$ cat src/rtl/proc_pkg.sv
// Shared definitions for the 4-bit processor family: program-store FSM encoding,
// default NOP word and opcode constants used to build programs symbolically.
package proc_pkg;

  typedef enum logic {
    ST_LOAD = 1'b0,
    ST_RUN  = 1'b1
  } state_t;

  localparam logic [7:0] NOP_DEFAULT = 8'h00;

  localparam logic [3:0] OP_LDI = 4'hF;
  localparam logic [3:0] OP_STA = 4'hD;
  localparam logic [3:0] OP_ADD = 4'h1;
  localparam logic [3:0] OP_SUB = 4'h2;
  localparam logic [3:0] OP_AND = 4'h3;
  localparam logic [3:0] OP_CMP = 4'h4;
  localparam logic [3:0] OP_JMP = 4'hE;
  localparam logic [3:0] OP_IN  = 4'hC;

  function automatic logic [7:0] instr(input logic [3:0] op, input logic [3:0] operand);
    return {op, operand};
  endfunction

endpackage

$ cat src/rtl/prog_mem_array.sv
// Simple dual-port program RAM: synchronous write, synchronous read, no reset.
// rd_data holds its value on cycles without a read.
module prog_mem_array #(
  parameter int DATA_W = 8,
  parameter int DEPTH  = 32,
  parameter int IDX_W  = 5
) (
  input  logic              clk,
  input  logic              wr_en,
  input  logic [IDX_W-1:0]  wr_addr,
  input  logic [DATA_W-1:0] wr_data,
  input  logic              rd_en,
  input  logic [IDX_W-1:0]  rd_addr,
  output logic [DATA_W-1:0] rd_data
);

  logic [DATA_W-1:0] mem [DEPTH];

  always_ff @(posedge clk) begin
    if (wr_en) mem[wr_addr] <= wr_data;
    if (rd_en) rd_data <= mem[rd_addr];
  end

endmodule

$ cat src/rtl/program_store.sv
// Loadable program memory: byte-stream loader (LOAD) then one-cycle-latency fetch
// port (RUN). Fetches at or beyond prog_len return the NOP word and raise fetch_fault.
module program_store
  import proc_pkg::*;
#(
  parameter int         DATA_W   = 8,
  parameter int         ADDR_W   = 8,
  parameter int         DEPTH    = 32,
  parameter logic [7:0] NOP_WORD = NOP_DEFAULT
) (
  input  logic              clk,
  input  logic              rst,
  input  logic              load_start,
  input  logic              load_valid,
  input  logic [DATA_W-1:0] load_data,
  input  logic              load_last,
  output logic              load_ready,
  output logic              load_overflow,
  output logic              core_hold,
  output logic [ADDR_W:0]   prog_len,
  input  logic              fetch_req,
  input  logic [ADDR_W-1:0] fetch_addr,
  output logic              fetch_valid,
  output logic [DATA_W-1:0] fetch_data,
  output logic              fetch_fault,
  output state_t            fsm_state
);

  localparam int                IDX_W    = (DEPTH > 1) ? $clog2(DEPTH) : 1;
  localparam logic [DATA_W-1:0] NOP_FILL = DATA_W'(NOP_WORD);
  localparam logic [ADDR_W:0]   LAST_IDX = (ADDR_W+1)'(DEPTH - 1);
  localparam logic [ADDR_W:0]   FULL_LEN = (ADDR_W+1)'(DEPTH);

  state_t              state;
  state_t              state_next;
  logic [ADDR_W:0]     wr_cnt;
  logic                beat;
  logic                fetch_fire;
  logic                in_range;
  logic                have_data;
  logic [DATA_W-1:0]   rd_data;

  assign fsm_state  = state;
  assign beat       = load_valid && load_ready;
  assign fetch_fire = fetch_req && (state == ST_RUN);
  assign in_range   = {1'b0, fetch_addr} < prog_len;

  always_comb begin
    state_next = state;
    load_ready = 1'b0;
    if (state == ST_LOAD) load_ready = !load_start;
    if (load_start) begin
      state_next = ST_LOAD;
    end else if (beat && (load_last || (wr_cnt == LAST_IDX))) begin
      state_next = ST_RUN;
    end
  end

  always_ff @(posedge clk or posedge rst) begin
    if (rst) begin
      state         <= ST_LOAD;
      core_hold     <= 1'b1;
      wr_cnt        <= '0;
      prog_len      <= '0;
      load_overflow <= 1'b0;
      fetch_valid   <= 1'b0;
      fetch_fault   <= 1'b0;
      have_data     <= 1'b0;
    end else begin
      state     <= state_next;
      core_hold <= (state == ST_LOAD);
      if (load_start) begin
        wr_cnt        <= '0;
        prog_len      <= '0;
        load_overflow <= 1'b0;
      end else if (beat) begin
        wr_cnt <= wr_cnt + 1'b1;
        if (load_last) begin
          prog_len <= wr_cnt + 1'b1;
        end else if (wr_cnt == LAST_IDX) begin
          prog_len      <= FULL_LEN;
          load_overflow <= 1'b1;
        end
      end
      // A fetch in RUN is served even when load_start arrives in the same cycle.
      fetch_valid <= fetch_fire;
      if (fetch_fire) begin
        fetch_fault <= !in_range;
        have_data   <= 1'b1;
      end
    end
  end

  // RAM output has no reset, so present zero until the first fetch completes.
  assign fetch_data = !have_data ? '0 : (fetch_fault ? NOP_FILL : rd_data);

  prog_mem_array #(
    .DATA_W (DATA_W),
    .DEPTH  (DEPTH),
    .IDX_W  (IDX_W)
  ) u_mem (
    .clk     (clk),
    .wr_en   (beat),
    .wr_addr (wr_cnt[IDX_W-1:0]),
    .wr_data (load_data),
    .rd_en   (fetch_fire && in_range),
    .rd_addr (fetch_addr[IDX_W-1:0]),
    .rd_data (rd_data)
  );

endmodule

$ cat config.mk
export PLATFORM = sky130hd
export DESIGN_NAME = program_store
export DESIGN_NICKNAME = d
export VERILOG_FILES = /design/src/rtl/proc_pkg.sv /design/src/rtl/prog_mem_array.sv /design/src/rtl/program_store.sv
export SDC_FILE = /design/constraint.sdc
export NUM_CORES = 1
export LEC_CHECK = 0
export ABC_AREA = 1
export BUFFER_PORTS_ARGS = -buffer_cell sky130_fd_sc_hd__buf_2
export CAP_MARGIN = 20
export CORE_MARGIN = 2
export CORE_UTILIZATION = 66
export DETAILED_ROUTE_END_ITERATION = 6
export PLACE_DENSITY = 0.84
export SLEW_MARGIN = 20
export SYNTH_ARGS = -nofsm -noshare
export SYNTH_HDL_FRONTEND = slang
export SYNTH_HIERARCHICAL = 1
export SYNTH_SLANG_ARGS = --single-unit
$ cat constraint.sdc
create_clock -name clk -period 4.85 [get_ports clk]
set_clock_uncertainty 0.05 [all_clocks]
set_input_delay 0.2425 -clock clk [delete_from_list [all_inputs] [get_ports clk]]
set_output_delay 0.2425 -clock clk [all_outputs]
set_load 0.005 [all_outputs]
After elaboration in Yosys (flattened, before gate mapping)
Memory sizes are Yosys's and may differ from the RTL's. A register that Yosys moved wholly into a read port is not among the register bits.
Index checks and enable logic that the tools add are counted.
{"block": "totals", "mem_bits_rw": 256, "ff_bits": 24, "wordCells": 44, "n_memories": 1, "in_bits": 22, "out_inout_bits": 23}
{"name": "u_mem.mem", "words": 32, "word_bits": 8, "read_ports": 1, "rd_clocked_by_memory_dff": 1, "wr": 1, "line_no": "prog_mem_array.sv:17", "source": "logic [DATA_W-1:0] mem [DEPTH];"}
{"block": "classes", "bitwise_logic": 1, "add_sub_neg": 1, "n_mux": 17, "order_cmp": 1, "eq_ne": 2, "reduce_logical": 13}
{"op": "9-bit 2-to-1 mux", "count": 6}
{"op": "8-bit 2-to-1 mux", "count": 2}
{"op": "9-bit by 1-bit adder with 9-bit output (second input constant)", "count": 1}
{"op": "9-bit by 5-bit == test with 1-bit output (second input constant)", "count": 1}
{"op": "8-bit by 9-bit < comparator with 1-bit output", "count": 1}
{"op": "1-bit 2-to-1 mux", "count": 9}
{"op": "2-bit nonzero test", "count": 3}
{"op": "1-bit logical AND", "count": 4}
{"op": "3-bit AND reduction", "count": 1}
{"op": "3-bit nonzero test", "count": 1}
{"op": "1-bit zero test", "count": 2}
{"op": "2-bit inequality test (second input constant)", "count": 1}
{"op": "2-bit AND reduction", "count": 1}
{"op": "1-bit logical OR", "count": 1}
{"op": "1-bit NOT", "count": 1}

Depth between registers and ports, before layout
Gate-level depths: netlist of run 1.
{"block": "logic_depth", "word_depth": 6, "depth_mapped": 11, "depth_no_buf": 10}

Modules after synthesis
The synthesis of run 1 kept the hierarchy.
{"module": "prog_mem_array", "seq_area_each_um2": 7927.6, "cells_each": 922, "area_each_um2": 10866.7, "n_inst": 1}
{"module": "program_store", "seq_area_each_um2": 601.8, "cells_each": 199, "area_each_um2": 1452.6, "n_inst": 1}

Worst setup path after synthesis of run 1
No wires, ideal clock.
{"block": "synth_timing", "path_kind": "flip-flop to flip-flop", "start": "register state (netlist: fsm_state)", "end": "memory u_mem.mem[11][0], enable pin", "t_arrival_ns": 1.586, "required_time_ns": 4.430, "period_less_slack_ns": 2.006, "stages_incl_launch_ff": 7, "n_path_buf": 1, "slack_ns": 2.844, "setup_time_ns": 0.370, "path_cell_list": "dfrtp_1 -> nor2_2 -> nand2_4 -> inv_2 -> buf_2 -> nand3_1 -> nor2_1"}
{"block": "synth_via", "elab_chain_len": 4}
{"element": "start, declared", "line_no": "program_store.sv:34", "source": "state_t state;"}
{"element": "start signal, assigned", "line_no": "program_store.sv:70", "source": "state <= state_next;"}
{"element": "1-bit 2-to-1 mux", "line_no": "program_store.sv:51", "source": "if (state == ST_LOAD) load_ready = !load_start;"}
{"element": "net load_ready", "line_no": "program_store.sv:17", "source": "output logic load_ready,"}
{"element": "1-bit logical AND", "line_no": "program_store.sv:44", "source": "assign beat = load_valid && load_ready;"}
{"element": "net beat", "line_no": "program_store.sv:37", "source": "logic beat;"}
{"element": "1-bit 2-to-1 mux", "line_no": "prog_mem_array.sv:20", "source": "if (wr_en) mem[wr_addr] <= wr_data;"}
{"element": "1-bit 2-to-1 mux (implied by the code)", "line_no": "prog_mem_array.sv:20"}
{"element": "end, declared", "line_no": "prog_mem_array.sv:17"}
The timed path passes the listed nets, and every way through them passes these cells.

Final worst setup path of run 1
{"block": "layout_timing", "start": "register state (netlist: fsm_state)", "end": "memory u_mem.mem[24][3], enable pin"}
{"block": "layout_via", "elab_chain_len": 4}
{"element": "1-bit 2-to-1 mux", "line_no": "program_store.sv:51"}
{"element": "1-bit logical AND", "line_no": "program_store.sv:44"}
{"element": "1-bit 2-to-1 mux", "line_no": "prog_mem_array.sv:20"}
{"element": "1-bit 2-to-1 mux (implied by the code)", "line_no": "prog_mem_array.sv:20"}
Every way passes these cells.

==> results of run 1 <==
==> power by group <==
part           leakage (nW)  internal (W)  switching, W
registers              2.69       0.00275     0.0000302
clock network         0.417       0.00114      0.000860
logic                  2.09      0.000109      0.000292
==> per-stage QoR <==
stage               setup WS [ns]  power, W  utilization [%]  hold WS, ns
floorplan                    2.84   0.00308                -        0.206
global placement             1.80   0.00321             68.5        0.404
detailed placement           1.73   0.00322             68.5        0.429
CTS                          2.17   0.00519             73.4        0.123
global route                 1.96   0.00534             73.5        0.143
finish                       2.01   0.00518             73.5        0.131
==> cell usage after synthesis <==
| cell type | number | area, µm² |
|---|---|---|
| dfrtp_1 | 23 | 576 |
| dfstp_2 | 1 | 26.3 |
| buf_2 | 16 | 80.1 |
| a21oi_1 | 4 | 20.0 |
| o22ai_2 | 3 | 37.5 |
| o21ai_0 | 5 | 25.0 |
| buf_6 | 25 | 282 |
| a21oi_2 | 1 | 8.76 |
| nor3_1 | 1 | 5.00 |
| nand3_1 | 217 | 1090 |
| nand2_1 | 423 | 1590 |
| inv_1 | 43 | 161 |
| nor2_2 | 2 | 12.5 |
| nor2_1 | 55 | 206 |
| inv_2 | 4 | 15.0 |
| buf_4 | 4 | 30.0 |
| edfxtp_1 | 264 | 7930 |
| nand2_4 | 1 | 11.3 |
| xor2_1 | 1 | 8.76 |
| clkbuf_1 | 8 | 30.0 |
| nand4_1 | 3 | 18.8 |
| ha_1 | 8 | 100 |
| or2_2 | 1 | 6.26 |
| a22o_1 | 2 | 17.5 |
| nand2_2 | 1 | 6.26 |
| o21ai_2 | 3 | 26.3 |
| buf_1 | 2 | 7.51 |
==> repair_timing <==
action	in CTS	in global routing
hold buffers	5	0
setup buffers	0	0
hold endpoints to repair	33	0
==> registers in the layout (all words and copies together), names as in the netlist <==
register       cells
core_hold          1
fetch_fault        1
fetch_valid        1
fsm_state          1
have_data          1
load_overflow      1
prog_len           9
u_mem/mem        256
u_mem/rd_data      8
wr_cnt             9
==> final timing paths <==
kind | to | slack (ns) | cells past startpoint
max in group asynchronous | wr_cnt[3]$_DFFE_PP0P_ | 4.04 | 4
min reg2reg | prog_len[2]$_DFFE_PP0P_ | 0.44 | 2
min in group asynchronous | fetch_valid$_DFF_PP0_ | 0.24 | 3
max reg2reg | u_mem/mem[24][3]$_DFFE_PP_ | 2.01 | 5
min | u_mem/rd_data[4]$_DFFE_PP_ | 0.13 | 3
max | u_mem/mem[24][3]$_DFFE_PP_ | 2.01 | 5
==> worst max-delay path, delay by kind of cell, from the launching register on <==
family / cells / cell delay, ns
simple gates: 4 / 1.73
buf+inv: 1 / 0.23
flops: 1 / 0.44
==> layout make-up <==
type | count | share of cell area (%)
Clock buffer | 44 | 6.09
Clock inverter | 8 | 0.272
Inverter | 47 | 1.33
Multi-Input combinational cell | 731 | 23.9
Sequential cell | 288 | 63.9
Tap cell | 229 | 2.15
Timing Repair Buffer | 54 | 2.38
==> routing by layer <==
metal / vias up / wire, µm / part of all wire [%] / GRT usage, %
met5: - / 0 / 0 / 0
met4: 0 / 766 / 2.7 / 9.74
met3: 72 / 3020 / 11 / 4.72
met2: 556 / 13400 / 48 / 45.8
met1: 4014 / 10700 / 38 / 40.8
li1: 3874 / - / - / -
==> cells by family (layout without fill, tap and decap cells) <==
| kind of cell | count (synthesis) | in the layout | share of synthesized area [%] |
|---|---|---|---|
| AND/OR/NAND/NOR | 704 | 704 | 23.9 |
| flip-flops | 288 | 288 | 69.2 |
| buffers and inverters | 102 | 153 | 4.92 |
| AO/OA/AOI/OAI | 18 | 18 | 1.10 |
| adder cells (fa/ha/maj) | 8 | 8 | 0.813 |
| XOR/XNOR | 1 | 1 | 0.0711 |
==> impl_metrics.ini, run 1 <==
[outcome]
status = finished clean

[finish]
multiInputGateArea_um2 = 3180
regArea_um2 = 8530
num_antenna_cells = 0
layout-drive-gt1-share_pct = 8.87
layout_common_cells = nand2_1, edfxtp_1, nand3_1, nor2_1, buf_2
finalInstanceArea_um2 = 13300
area_delta_synth_final_pct = 8.32
nFillCells = 1161
fin_cells = 1401
fin_nets = 1180
layout_commonest_cell = nand2_1

[placed_design]
io_buffers = 44
place_congestion = 0.887
dp_hpwl_mm = 16.3
placedInstanceArea_um2 = 12400
dpl.cell_count = 1343

[floorplan]
dieHeight_um = 141
row_count = 49
ioPinCount = 45
dieWidth_um = 141
start_util_pct = 67.9
core_area_um2 = 18100
die_area_um2 = 19800

[timing]
slew_headroom_pct = 34.5
rsz0062_at_grt = no
fin_crit_ns = 2.84
maxSlewViolCount = 0
setup_viol = 0
hold_viol_final = 0
worst_pin_slew_ns = 0.983
fin_setup_tns_ns = 0
fmax_mhz = 352
fin_crit_sh_pct = 58.6

[drt]
vias_per_cell = 6.08
postRouteAntennaNets = 0
dr.pass1.iters = 6
via_count = 8516
remaining_drc_errors = 0
drt_iter0_markers = 1073
wl_per_cell_um = 19.9
wirelength_mm = 27.9

[critical_path]
cp.required_ns = 4.96
cp-end-kind = flop
reg2reg_from = fsm_state$_DFFE_PP0P_
critPathKind = flop to flop
cp.arrival_ns = 2.95
cpPeakStageDelay_ns = 0.90
startpoint_type = flop
cp_max_fo = 16
setup.worst_path.start = fsm_state$_DFFE_PP0P_
crit_chain = nor2_2 > nand2_4 > inv_2 > nand3_1 > nor2_1
slowest_stage = nor2_1

[logic_synthesis]
ys.warnings.count = 6
synth_area_um2 = 12300
synth-seq-cells = 288
syn_area_per_cell_um2 = 11.0
synthDistinctLibCells = 27
synth_nets = 1151
syn_inst = 1121
yosysSeqAreaShare_pct = 69.2

[clock_tree]
cts_resized = 0
clk_latency_ns = 0.54
clkSlewWorstSetupHoldPaths_ns = 0.06
clockRootBuffer = clkbuf_16
clockBufferDepth = 3
cts_buffers = 28
clock_sinks = 288
cts-htree-levels = 1
cts_tree = built

[grt]
antenna_found_initial = 0
track_usage_pct = 28.6
grt_pass1_vias = 8100
grt-ovfl-total = 0
grt_max_degree = 92
grt_pass1_wl_mm = 43.8

[hold_path]
hold_class = input port to flop
hold_start = fetch_addr[4]

[power_and_ir_drop]
p_leak_nw = 5.20
vdd_drop_max_uv = 308
powerDensity_nw_per_um2 = 389

[job]
drv_cap = 0
Power figures use the tool's default switching activity.
==> run 2: changes to the inputs <==
- CORE_UTILIZATION: 66 -> 56
- PLACE_DENSITY: 0.84 -> 0.76
- clock period: 4.85 -> 2.5 ns (I/O delays scaled with it)
==> run 2 against run 1 <==
Register-to-register slack lost 1.9 ns. Critical path depth is the same. Clock-buffer cell count shrank 9. Sequential share of layout area shrank 1.7 points. Combinational power grew 100%. Worst hold slack lost 0.018 ns. Wire length is essentially flat. First-iteration DRC count shrank 28%. Global-route usage shrank 4.5 points. Setup slack lost 1.9 ns. Design area grew 2.7%.
==> impl_metrics.ini, run 2 (synthesis results as in run 1) <==
[critical_path]
cp-end-kind = flop
cp.required_ns = 2.62
cp.arrival_ns = 2.48
critPathKind = flop to flop
cp_max_fo = 8
startpoint_type = flop

[timing]
fmax_mhz = 423
hold_viol_final = 0
worst_pin_slew_ns = 0.905
setup_viol = 0
slew_headroom_pct = 39.6
fin_crit_sh_pct = 94.5
maxSlewViolCount = 0
fin_setup_tns_ns = 0
rsz0062_at_grt = no
fin_crit_ns = 2.36

[power_and_ir_drop]
switching_power_w = 0.00234
p_clk_share_pct = 38.9
powerDensity_nw_per_um2 = 739
p_seq_share_pct = 53.1
p_leak_nw = 5.38
intPower_w = 0.00780
p_sw_share_pct = 23.1
power_frac_comb_pct = 7.9
vdd_drop_max_uv = 541

[finish]
layout-drive-gt1-share_pct = 11.2
largest_reg_flops = 256
nFillCells = 1653
area_delta_synth_final_pct = 11.3
layout_common_cells = nand2_1, edfxtp_1, nand3_1, nor2_1
num_antenna_cells = 0
layout_commonest_cell = nand2_1
regMostFlops = u_mem/mem
fin_nets = 1211
finalInstanceArea_um2 = 13700
layout_top_registers = u_mem/mem x256, prog_len x9, wr_cnt x9

[placed_design]
dp_hpwl_mm = 17.0
io_buffers = 44
placedInstanceArea_um2 = 12800
place_congestion = 0.876

[clock_tree]
cts_tree = built
cts-htree-levels = 1
clockRootBuffer = clkbuf_16
clkSlewWorstSetupHoldPaths_ns = 0.06
clockBufferDepth = 3
cts_buffers = 29
clock_sinks = 288
clk_latency_ns = 0.54

[floorplan]
start_util_pct = 56.8
row_count = 54
core_area_um2 = 21700
die_area_um2 = 23200
dieWidth_um = 152
dieHeight_um = 152
ioPinCount = 45

[grt]
grt_pass1_vias = 8065
grt-ovfl-total = 0
grt_max_degree = 130
track_usage_pct = 24.1
grt_pass1_wl_mm = 43.5
antenna_found_initial = 0

[drt]
drt_iter0_markers = 771
vias_per_cell = 5.57
postRouteAntennaNets = 0
remaining_drc_errors = 0
wl_per_cell_um = 18.8
via_count = 8248
wirelength_mm = 27.9
dr.pass1.iters = 6

[outcome]
status = finished clean

[job]
drv_cap = 0

[hold_path]
hold_class = input port to flop
==> run 2: repair_timing <==
item / in CTS / in global routing
hold buffers: 7 / 0
endpoints found under the hold margin: 41 / 0
gates resized for setup: 0 / 0
setup buffers: 0 / 0
==> run 2: area by class of cell <==
cell class,count,area (µm²),area share [%]
flip-flops and latches,288,8530,62.2
clock inverters,17,116,0.849
inverters,47,178,1.30
well taps,280,350,2.56
repair buffers,84,603,4.40
clock buffers,35,748,5.46
multi-input cells,731,3180,23.2
==> run 2: layer usage <==
| layer | vias to the layer above | routed length [µm] | track usage [%] |
|---|---|---|---|
| met5 | - | 0 | 0 |
| met4 | 0 | 1290 | 10.4 |
| met3 | 77 | 2110 | 4.29 |
| met2 | 353 | 13300 | 38.9 |
| met1 | 3870 | 11300 | 32.6 |
| li1 | 3948 | - | - |
==> run 2: worst paths after layout <==
path / from / to / slack [ns] / cells after the start
worst max-delay path: fsm_state$_DFFE_PP0P_ / u_mem/mem[20][7]$_DFFE_PP_ / 0.14 / 5
worst min-delay path: fetch_addr[6] / fetch_fault$_DFFE_PP0P_ / 0.11 / 8
worst max register to register: fsm_state$_DFFE_PP0P_ / u_mem/mem[20][7]$_DFFE_PP_ / 0.14 / 5
worst min register to register: fsm_state$_DFFE_PP0P_ / core_hold$_DFF_PP1_ / 0.42 / 1
max in group asynchronous: rst / load_overflow$_DFFE_PP0P_ / 1.56 / 3
min in group asynchronous: rst / have_data$_DFFE_PP0P_ / 0.27 / 3
==> run 2: power by group through the flow <==
stage               sequential [W]  clock [W]  combinational (W)
floorplan                  0.00548          0           0.000490
global placement           0.00549          0           0.000770
detailed placement         0.00549          0           0.000787
CTS                        0.00539    0.00401           0.000800
global route               0.00539    0.00420           0.000886
finish                     0.00539    0.00394           0.000805
==> run 2: critical path: stages (launching register included) <==
cell and delay, ns:
dfrtp_1 0.41, nor2_2 0.15, nand2_4 0.10, inv_2 0.09, nand3_1 0.47, nor2_1 0.72
==> run 2: per-stage QoR <==
stage	utilization [%]	total power [W]	setup WS, ns	hold WS [ns]	instances
after floorplan	-	0.00597	0.494	0.0889	1121
after global placement	58.9	0.00626	0.246	0.312	1423
after detailed placement	58.9	0.00627	0.195	0.327	1423
after CTS	63.2	0.0102	0.179	0.105	1482
after global routing	63.2	0.0105	0.0413	0.163	1482
final	63.2	0.0101	0.138	0.112	1482
==> run 3: changes to the inputs <==
- CORE_UTILIZATION: 56 -> 60
- PLACE_DENSITY: 0.76 -> 0.78
- clock period: 2.5 -> 2.2 ns (I/O delays scaled with it)
==> run 3 against run 2 <==
Fmax is 19% higher. Core utilization up 5.2 points. Worst hold slack got worse by 0.018 ns. Wire length is 0.72% higher. Largest cell class unchanged.
==> impl_metrics.ini, run 3 (synthesis results as in run 1) <==
[drt]
wl_per_cell_um = 18.9
wirelength_mm = 28.1
postRouteAntennaNets = 0
vias_per_cell = 5.68
remaining_drc_errors = 0
dr.pass1.iters = 6
via_count = 8462
drt_iter0_markers = 1305

[clock_tree]
cts-htree-levels = 1
clockRootBuffer = clkbuf_16
cts_tree = built
clkSlewWorstSetupHoldPaths_ns = 0.06
clockBufferDepth = 3
clk_latency_ns = 0.53
cts_buffers = 28
clock_sinks = 288
cts_resized = 0
hold_buffers = 7
post_cts_buffers = 0

[critical_path]
reg2reg_setup_slack_ns = 0.21
cp-end-kind = flop
reg2reg_to = load_overflow$_DFFE_PP0P_
reg2reg_from = wr_cnt[0]$_DFFE_PP0P_
cp.required_ns = 2.62
worst-r2r-cell-count = 8
critPathKind = flop to flop
startpoint_type = flop
cp_max_fo = 8
cp.arrival_ns = 2.41

[finish]
layout_common_cells = nand2_1, edfxtp_1, nand3_1, nor2_1, buf_4
nFillCells = 1501
layout_commonest_cell = nand2_1
fin_cells = 1489
area_delta_synth_final_pct = 12.0
num_antenna_cells = 0
layout-drive-gt1-share_pct = 12.1
layout_top_registers = u_mem/mem x256, prog_len x9, wr_cnt x9
regMostFlops = u_mem/mem
fin_nets = 1228
largest_reg_flops = 256

[floorplan]
start_util_pct = 61.1
ioPinCount = 45
core_area_um2 = 20200
dieHeight_um = 147
die_area_um2 = 21700
row_count = 52
dieWidth_um = 147

[power_and_ir_drop]
p_leak_nw = 5.46
vdd_drop_max_uv = 669
powerDensity_nw_per_um2 = 832

[grt]
grt-ovfl-total = 0
track_usage_pct = 26.4
grt_pass1_vias = 8133
grt_pass1_wl_mm = 44.0
grt_max_degree = 130
antenna_found_initial = 0

[timing]
fmax_mhz = 502
maxSlewViolCount = 0
slew_headroom_pct = 46.1
fin_setup_tns_ns = 0
rsz0062_at_grt = no
fin_crit_ns = 1.99
setup_viol = 0
worst_pin_slew_ns = 0.809
fin_crit_sh_pct = 90.5
hold_viol_final = 0

[hold_path]
hold_start = fetch_addr[6]
holdPathEnd = fetch_fault$_DFFE_PP0P_
holdPathStages = 8
hold_class = input port to flop

[placed_design]
dp_hpwl_mm = 16.9
io_buffers = 44
place_congestion = 0.886
dpl.cell_count = 1431

[outcome]
status = finished clean

[job]
drv_cap = 0
==> run 3: power by group <==
part / switching (W) / internal (W)
Combinational: 0.000644 / 0.000274
Sequential: 0.0000610 / 0.00607
Clock: 0.00189 / 0.00255
==> run 3: worst max path at each step <==
stage,from,endpoint,slack [ns],cells past startpoint
global route,wr_cnt[0]$_DFFE_PP0P_,load_overflow$_DFFE_PP0P_,0.01,8
finish,wr_cnt[0]$_DFFE_PP0P_,load_overflow$_DFFE_PP0P_,0.21,8
global placement,fsm_state$_DFFE_PP0P_,u_mem/mem[22][4]$_DFFE_PP_,0.51,7
CTS,wr_cnt[0]$_DFFE_PP0P_,load_overflow$_DFFE_PP0P_,0.25,8
detailed placement,fsm_state$_DFFE_PP0P_,u_mem/mem[23][2]$_DFFE_PP_,0.45,7
floorplan,fsm_state$_DFFE_PP0P_,u_mem/mem[11][0]$_DFFE_PP_,0.19,6
==> run 3: final cells by class <==
class | count | area (µm²) | share of cell area [%]
clock buffers | 44 | 822 | 5.96
clock inverters | 7 | 35.0 | 0.254
inverters | 47 | 178 | 1.29
multi-input cells | 731 | 3180 | 23.1
flip-flops and latches | 288 | 8530 | 61.8
well taps | 270 | 338 | 2.45
repair buffers | 102 | 713 | 5.17
==> run 3: critical path, stage by stage, from the launching register on <==
cell and delay [ns]:
dfrtp_1 0.49, ha_1 0.25, nand3_1 0.14, inv_1 0.08
nand3_1 0.11, nand2_1 0.08, nand2_1 0.05, a21oi_1 0.12
dlygate4sd3_1 0.56
==> run 3: per-layer routing <==
metal | vias up | global-route usage [%] | wire [µm]
li1 | 3981 | - | -
met2 | 421 | 42.1 | 13500
met5 | - | 0 | 0
met4 | 0 | 7.69 | 690
met3 | 56 | 4.69 | 2670
met1 | 4004 | 38.0 | 11300
==> run 3: stage by stage <==
stage / area (µm²) / worst slack [ns] / total power, W / utilization (%) / hold slack, ns
floorplan: 12300 / 0.194 / 0.00678 / - / 0.0739
global placement: 12900 / 0.505 / 0.00711 / 63.8 / 0.113
detailed placement: 12900 / 0.452 / 0.00714 / 63.8 / 0.120
CTS: 13800 / 0.248 / 0.0115 / 68.4 / 0.0751
global route: 13800 / 0.00957 / 0.0119 / 68.4 / 0.126
finish: 13800 / 0.209 / 0.0115 / 68.4 / 0.0949
